==> src/rtl/mapache64.sv <==
// Shared types for the mapache64 console blocks.
// Holds the byte type and the controller-emulator state encoding.
package mapache64;

  typedef logic [7:0] data_t;

  localparam int unsigned PAD_BITS = 8;

  typedef enum logic [1:0] {
    IDLE,
    LOAD,
    SHIFT,
    DONE
  } controller_emu_state_t;

endpackage

==> src/rtl/sync_edge_detect.sv <==
// Two-flop synchronizer for an asynchronous pin, plus single-cycle rise/fall
// pulses derived from the synchronized level against its previous value.
module sync_edge_detect (
  input  logic clk,
  input  logic rst,
  input  logic async_i,
  output logic sync_o,
  output logic rise_o,
  output logic fall_o
);

  logic meta_q;
  logic sync_q;
  logic prev_q;

  // NOTE: non-blocking assignments make the three flops sample together;
  // blocking ones here would collapse the chain into a single stage.
  always_ff @(posedge clk or posedge rst) begin
    if (rst) begin
      meta_q <= 1'b0;
      sync_q <= 1'b0;
      prev_q <= 1'b0;
    end else begin
      meta_q <= async_i;
      sync_q <= meta_q;
      prev_q <= sync_q;
    end
  end

  assign sync_o = sync_q;
  assign rise_o = sync_q & ~prev_q;
  assign fall_o = ~sync_q & prev_q;

endmodule

==> src/rtl/controller_emulator.sv <==
// Emulates NUM_CONTROLLERS NES-style pads on a host-driven latch/clock port:
// parallel load while latch is high, then MSB-first active-low serial shift-out.
module controller_emulator
  import mapache64::*;
#(
  parameter int unsigned NUM_CONTROLLERS = 2,
  parameter logic        FILL_BIT        = 1'b1,
  parameter int unsigned TIMEOUT_CYCLES  = 4096
) (
  input  logic                                clk,
  input  logic                                rst,
  input  logic                                latch_i,
  input  logic                                ctrl_clk_i,
  input  logic [NUM_CONTROLLERS*PAD_BITS-1:0] buttons_LIST_i,
  output logic [NUM_CONTROLLERS-1:0]          serial_LIST_no,
  output logic                                busy_o,
  output logic                                read_done_o,
  output logic                                timeout_o
);

  localparam int unsigned TMO_W = (TIMEOUT_CYCLES > 1) ? $clog2(TIMEOUT_CYCLES) : 1;
  localparam logic [TMO_W-1:0] TMO_LAST = TMO_W'(TIMEOUT_CYCLES - 1);
  localparam logic [3:0] LAST_BIT = 4'd7;
  localparam logic [3:0] BIT_SAT  = 4'd8;

  logic latch_sync, latch_rise, latch_fall;
  logic clk_sync, clk_rise, clk_fall;

  sync_edge_detect u_latch_sync (
    .clk     (clk),
    .rst     (rst),
    .async_i (latch_i),
    .sync_o  (latch_sync),
    .rise_o  (latch_rise),
    .fall_o  (latch_fall)
  );

  sync_edge_detect u_ctrl_clk_sync (
    .clk     (clk),
    .rst     (rst),
    .async_i (ctrl_clk_i),
    .sync_o  (clk_sync),
    .rise_o  (clk_rise),
    .fall_o  (clk_fall)
  );

  // The latch level already covers its rising edge, and only the clock rise shifts.
  logic unused_edges;
  assign unused_edges = ^{latch_rise, clk_sync, clk_fall};

  controller_emu_state_t state_q, state_d;
  logic [3:0]            bit_cnt_q;
  logic [TMO_W-1:0]      tmo_cnt_q;
  logic                  read_done_q, timeout_q;

  logic load_en, shift_en;
  logic bit_clr, bit_inc;
  logic tmo_clr, tmo_inc;
  logic read_done_d, timeout_d;

  always_ff @(posedge clk or posedge rst) begin
    if (rst) state_q <= IDLE;
    else     state_q <= state_d;
  end

  // NOTE: every output of this block gets a default first, so no path can
  // leave one unassigned and infer a latch.
  always_comb begin
    state_d     = state_q;
    load_en     = 1'b0;
    shift_en    = 1'b0;
    bit_clr     = 1'b0;
    bit_inc     = 1'b0;
    tmo_clr     = 1'b0;
    tmo_inc     = 1'b0;
    read_done_d = 1'b0;
    timeout_d   = 1'b0;

    if (latch_sync) begin
      // Latch dominates everything, including a coincident clock rise.
      state_d = LOAD;
      load_en = 1'b1;
      bit_clr = 1'b1;
      tmo_clr = 1'b1;
    end else begin
      case (state_q)
        IDLE: begin
          shift_en = clk_rise;
        end
        LOAD: begin
          tmo_clr = 1'b1;
          if (latch_fall) state_d = SHIFT;
        end
        SHIFT: begin
          if (clk_rise) begin
            shift_en = 1'b1;
            bit_inc  = 1'b1;
            tmo_clr  = 1'b1;
            if (bit_cnt_q == LAST_BIT) begin
              read_done_d = 1'b1;
              state_d     = DONE;
            end
          end else if (tmo_cnt_q == TMO_LAST) begin
            timeout_d = 1'b1;
            state_d   = IDLE;
          end else begin
            tmo_inc = 1'b1;
          end
        end
        DONE: begin
          if (clk_rise) begin
            shift_en = 1'b1;
            bit_inc  = (bit_cnt_q != BIT_SAT);
          end
        end
        default: state_d = IDLE;
      endcase
    end
  end

  always_ff @(posedge clk or posedge rst) begin
    if (rst) begin
      bit_cnt_q   <= '0;
      tmo_cnt_q   <= '0;
      read_done_q <= 1'b0;
      timeout_q   <= 1'b0;
    end else begin
      if (bit_clr)      bit_cnt_q <= '0;
      else if (bit_inc) bit_cnt_q <= bit_cnt_q + 4'd1;

      if (tmo_clr)      tmo_cnt_q <= '0;
      else if (tmo_inc) tmo_cnt_q <= tmo_cnt_q + TMO_W'(1);

      read_done_q <= read_done_d;
      timeout_q   <= timeout_d;
    end
  end

  for (genvar k = 0; k < NUM_CONTROLLERS; k++) begin : g_pad
    data_t shreg;

    // NOTE: the shift register is reset, unlike a storage array, because its
    // MSB drives the pin and must idle as a released (high) line.
    always_ff @(posedge clk or posedge rst) begin
      if (rst)           shreg <= '0;
      else if (load_en)  shreg <= buttons_LIST_i[PAD_BITS*k +: PAD_BITS];
      else if (shift_en) shreg <= {shreg[6:0], FILL_BIT};
    end

    assign serial_LIST_no[k] = ~shreg[7];
  end

  assign busy_o      = (state_q != IDLE);
  assign read_done_o = read_done_q;
  assign timeout_o   = timeout_q;

endmodule

==> config.mk <==
export PLATFORM = sky130hd
export DESIGN_NAME = controller_emulator
export DESIGN_NICKNAME = d
export VERILOG_FILES = /design/src/rtl/mapache64.sv /design/src/rtl/sync_edge_detect.sv /design/src/rtl/controller_emulator.sv
export SDC_FILE = /design/constraint.sdc
export NUM_CORES = 1
export LEC_CHECK = 0
export CORE_MARGIN = 4
export CORE_UTILIZATION = 30
export CTS_CLUSTER_DIAMETER = 40
export DETAILED_ROUTE_END_ITERATION = 16
export SETUP_SLACK_MARGIN = 0.4
export SYNTH_ARGS = -nofsm -noshare
export SYNTH_HDL_FRONTEND = slang
export SYNTH_HIERARCHICAL = 1
export SYNTH_SLANG_ARGS = --single-unit
==> constraint.sdc <==
create_clock -name clk -period 2.74 [get_ports clk]
set_input_delay 0.274 -clock clk [delete_from_list [all_inputs] [get_ports clk]]
set_output_delay 0.274 -clock clk [all_outputs]
set_load 0.02 [all_outputs]
==> results of run 1 <==
==> worst max path at each step <==
stage / start / cells past startpoint / slack (ns) / to
after floorplan: state_q[0] / 6 / 0.81 / tmo_cnt_q[9]
after global placement: state_q[0] / 6 / 0.70 / tmo_cnt_q[9]
after detailed placement: state_q[0] / 6 / 0.59 / tmo_cnt_q[9]
after CTS: state_q[0] / 6 / 0.60 / tmo_cnt_q[9]
after global routing: state_q[0] / 6 / 0.55 / tmo_cnt_q[9]
final: state_q[0] / 7 / 0.71 / tmo_cnt_q[10]
==> sequential cells by signal, indices dropped and copies added (netlist names) <==
name / count
g_pad.shreg: 16
tmo_cnt_q: 12
bit_cnt_q: 4
state_q: 2
read_done_o: 1
timeout_o: 1
u_ctrl_clk_sync/meta_q: 1
u_ctrl_clk_sync/prev_q: 1
u_ctrl_clk_sync/sync_o: 1
u_latch_sync/meta_q: 1
u_latch_sync/prev_q: 1
u_latch_sync/sync_o: 1
==> per-layer routing <==
metal,wire [µm],GRT usage [%]
met1,1820,12.2
met3,178,3.50
met5,0,0
met4,40,3.70
met2,1670,15.2
==> power by group <==
part / switching [W] / internal [W] / leakage [nW]
clock network: 0.000204 / 0.000208 / 0.0489
logic: 0.0000936 / 0.0000833 / 0.459
registers: 0.0000192 / 0.000655 / 0.538
==> timing repair <==
item | in CTS | in global routing
setup endpoints to repair | 0 | 1
buffers inserted | 0 | 3
hold buffers | 0 | 0
==> per-stage QoR <==
step | instances | total power [W] | setup WS [ns]
global route | 310 | 0.00134 | 0.545
global placement | 299 | 0.000862 | 0.700
detailed placement | 299 | 0.000866 | 0.594
floorplan | 203 | 0.000798 | 0.809
CTS | 307 | 0.00129 | 0.603
finish | 310 | 0.00126 | 0.715
==> worst max-delay path, delay by kind of cell, from the launching register on <==
kind            cells  cell delay (ns)
compound gates      1             0.14
fa+ha+maj           1             0.30
buf+inv             2             0.28
flops               1             0.40
simple gates        3             0.83
==> layout make-up <==
class,count,area (µm²),share of cell area (%)
Inverter,14,52.6,2.12
Sequential cell,42,1050,42.4
Multi-Input combinational cell,139,901,36.3
Clock buffer,7,86.3,3.48
Tap cell,77,96.3,3.88
Timing Repair Buffer,30,285,11.5
Clock inverter,1,8.76,0.353
==> reports/results.tsv, run 1 <==
metric	value	unit
status	completed	
setup_viol	0	
max_freq	494	MHz
required	2.96	ns
final_common_cell	dfrtp_1	
avgSynthCellArea	10.0	µm²
drt_wl_total	3.71	mm
clockRootBuffer	clkbuf_8	
dp_hpwl	2.59	mm
leakagePower	1.05	nW
cts_buffers	5	
maxSlewViolCount	0	
dr.pass1.iters	4	
drive_above_1_share	6.87	%
fin_area	2480	µm²
die_area	8170	µm²
clkSinkCount	42	
tightest_slew	0.670	ns
netlist_area	2040	µm²
rows	29	
synth.net_count	230	
rsz0062_at_grt	no	
drc	0	
synthCells	203	
max_stage_delay	0.40	ns
reg2reg_slack	0.71	ns
vias	1516	
path_clk_slew	0.08	ns
worstRegToRegCells	7	
cp-end-kind	register	
grt_pass1_wl	6.64	mm
die_h	90.4	µm
layout_common_cells	dfrtp_1 (42), clkdlybuf4s50_1 (24), o21ai_0 (20)	
rr_startpoint	state_q[0]	
synth_warnings	6	
hold_viol_final	0	
fill_cells	665	
postCtsResizedCells	0	
crit_chain	inv_1 > ha_1 > nor3b_4 > buf_4 > nand4bb_1 > or3_1 > a21oi_1	
vdd_drop_max	283	µV
port-buffer-count	24	
core-area	6460	µm²
grt_pass1_vias	1514	
cts_tree	built	
grt_max_degree	44	
tns	0	ns
slowest_stage	dfrtp_1	
finalNetCount	259	
via_per_inst	4.89	
skew	0.0115	ns
cp-start-kind	register	
start_util	31.5	%
cp_max_fo	8	
min_period	2.03	ns
place.gp.congestion	0.754	
num_antenna_cells	0	
drt_iter0_drc	57	
num_io_pins	25	
worstPathArrival	2.24	ns
cts_max_path_buffers	2	
clk_latency	0.29	ns
dpl-instance-area	2360	µm²
antenna_left	0	
grt_util_all_layers	9.70	%
max_cap_violations	0	
fin_crit_sh	73.9	%
final_util	38.4	%
rr_endpoint	tmo_cnt_q[10]	
relSlewSlack	55.0	%
power.density	509	nW/µm²
grt_antenna_before_repair	0	
wire_per_inst	12.0	µm
fin_hold_ws	0.202	ns
synthToLayoutAreaGrowth	21.8	%
overflow	0	
worstSetupPathType	reg2reg	
die_w	90.4	µm
cts_max_level	2	
hold_path.class	in2async	
Power figures use the tool's default switching activity.
==> run 2, diff against run 1 <==
==> constraint.sdc (replaced) <==
create_clock -name clk -period 1.95 [get_ports clk]
set_input_delay 0.195 -clock clk [delete_from_list [all_inputs] [get_ports clk]]
set_output_delay 0.195 -clock clk [all_outputs]
set_load 0.02 [all_outputs]
==> reports/results.tsv, run 2 (synthesis results as in run 1) <==
metric	value	unit
grt_pass1_wl	7.17	mm
tns	0	ns
final_common_cell	dfrtp_1	
maxSlewViolCount	0	
worstSetupPathType	reg2reg	
drt_iter0_drc	67	
relSlewSlack	65.9	%
required	2.17	ns
num_antenna_cells	0	
p_comb_share	19.1	%
path_clk_slew	0.09	ns
cp-end-kind	register	
clkSinkCount	42	
final_util	43.6	%
drive_above_1_share	22.5	%
die_w	90.4	µm
cts_buffers	5	
fin_area	2810	µm²
grt_max_degree	39	
grt_pass1_vias	1594	
worst_path_dominant_cell_family	simple AND/OR/NAND/NOR gates	
largest_reg_flops	16	
dr.pass1.iters	4	
vias	1609	
worstRegToRegCells	6	
cts_hold_buf	0	
power.density	680	nW/µm²
clkPwrFrac	31.1	%
rr_endpoint	tmo_cnt_q[9]	
hold_path.class	in2async	
skew	0.00939	ns
reg2reg_slack	0.24	ns
via_per_inst	4.88	
hold_viol_final	0	
port-buffer-count	24	
top_register	g_pad.shreg	
drt_wl_total	4.57	mm
slowest_stage	or4_1	
max_freq	585	MHz
rsz0062_at_grt	yes	
start_util	31.5	%
power.internal	0.00140	W
core-area	6460	µm²
rr_startpoint	state_q[0]	
max_cap_violations	0	
place.gp.congestion	0.762	
layout_common_cells	dfrtp_1 (41), clkdlybuf4s50_1 (22), nand2_1 (19), buf_4 (19), nor2_1 (16)	
max_stage_delay	0.48	ns
die_area	8170	µm²
grt_antenna_before_repair	0	
cts_tree	built	
dp_hpwl	2.66	mm
critPathBufInv	1	
vdd_drop_max	347	µV
power_switching	0.000517	W
setup_viol	0	
min_period	1.71	ns
wire_per_inst	13.8	µm
cts_max_level	2	
overflow	0	
seq_power_share	49.8	%
dpl-instance-area	2400	µm²
crit_chain	inv_2 > ha_4 > nor3b_4 > nand3_4 > or4_1 > a21oi_1	
num_io_pins	25	
synthToLayoutAreaGrowth	38.1	%
status	completed	
fill_cells	620	
leakagePower	1.17	nW
clk_latency	0.29	ns
rows	29	
cts_max_path_buffers	2	
grt_util_all_layers	10.4	%
clockRootBuffer	clkbuf_8	
sw_frac_of_total	27.0	%
top_regs	g_pad.shreg x16, tmo_cnt_q x12, bit_cnt_q x4	
tightest_slew	0.508	ns
die_h	90.4	µm
antenna_left	0	
finalNetCount	279	
drc	0	
cp-start-kind	register	
cp_max_fo	6	
fin_crit_sh	87.7	%
worstPathArrival	1.93	ns
## run 2: layer usage
metal / GRT usage [%] / up-vias / part of all wire, %
met5: 0 / - / 0
met3: 3.42 / 4 / 3.6
li1: - / 804 / -
met1: 12.8 / 781 / 48
met2: 17.7 / 20 / 48
met4: 2.68 / 0 / 0.83
## run 2: final cells by class
class                           count  area (µm²)  share of cell area [%]
Timing Repair Buffer               49         484                    17.2
Sequential cell                    42        1050                    37.4
Tap cell                           77        96.3                    3.42
Clock inverter                      2        12.5                   0.445
Inverter                           14        52.6                    1.87
Multi-Input combinational cell    140        1030                    36.7
Clock buffer                        6        82.6                    2.93
## run 2: through the flow
step	setup WS (ns)	hold WS (ns)	cells	power, W
after floorplan	0.160	-0.0514	203	0.00113
after CTS	0.305	0.113	317	0.00184
after global placement	0.227	0.333	301	0.00122
after global routing	0.195	0.127	330	0.00202
after detailed placement	0.173	0.340	301	0.00123
final	0.239	0.110	330	0.00191
## run 2: power by group through the flow
stage | logic, W | clock network [W] | registers (W)
after floorplan | 0.000168 | 0 | 0.000960
after global placement | 0.000254 | 0 | 0.000969
after detailed placement | 0.000255 | 0 | 0.000971
after CTS | 0.000269 | 0.000617 | 0.000953
after global routing | 0.000399 | 0.000656 | 0.000960
final | 0.000365 | 0.000595 | 0.000953
## run 2: repair_timing
item / in CTS / in global routing
resized for setup: 6 / 38
buffers inserted: 8 / 9
pin swaps: 2 / 8
setup endpoints to repair: 28 / 34
gates cloned: 0 / 4
## run 2: worst max-delay path by stage
stage | start | end | slack [ns] | cells past startpoint
after global placement | state_q[0] | tmo_cnt_q[9] | 0.23 | 6
final | state_q[0] | tmo_cnt_q[9] | 0.24 | 6
after floorplan | state_q[0] | tmo_cnt_q[9] | 0.16 | 6
after global routing | state_q[0] | tmo_cnt_q[9] | 0.20 | 6
after CTS | state_q[0] | tmo_cnt_q[9] | 0.30 | 6
after detailed placement | state_q[0] | tmo_cnt_q[9] | 0.17 | 6
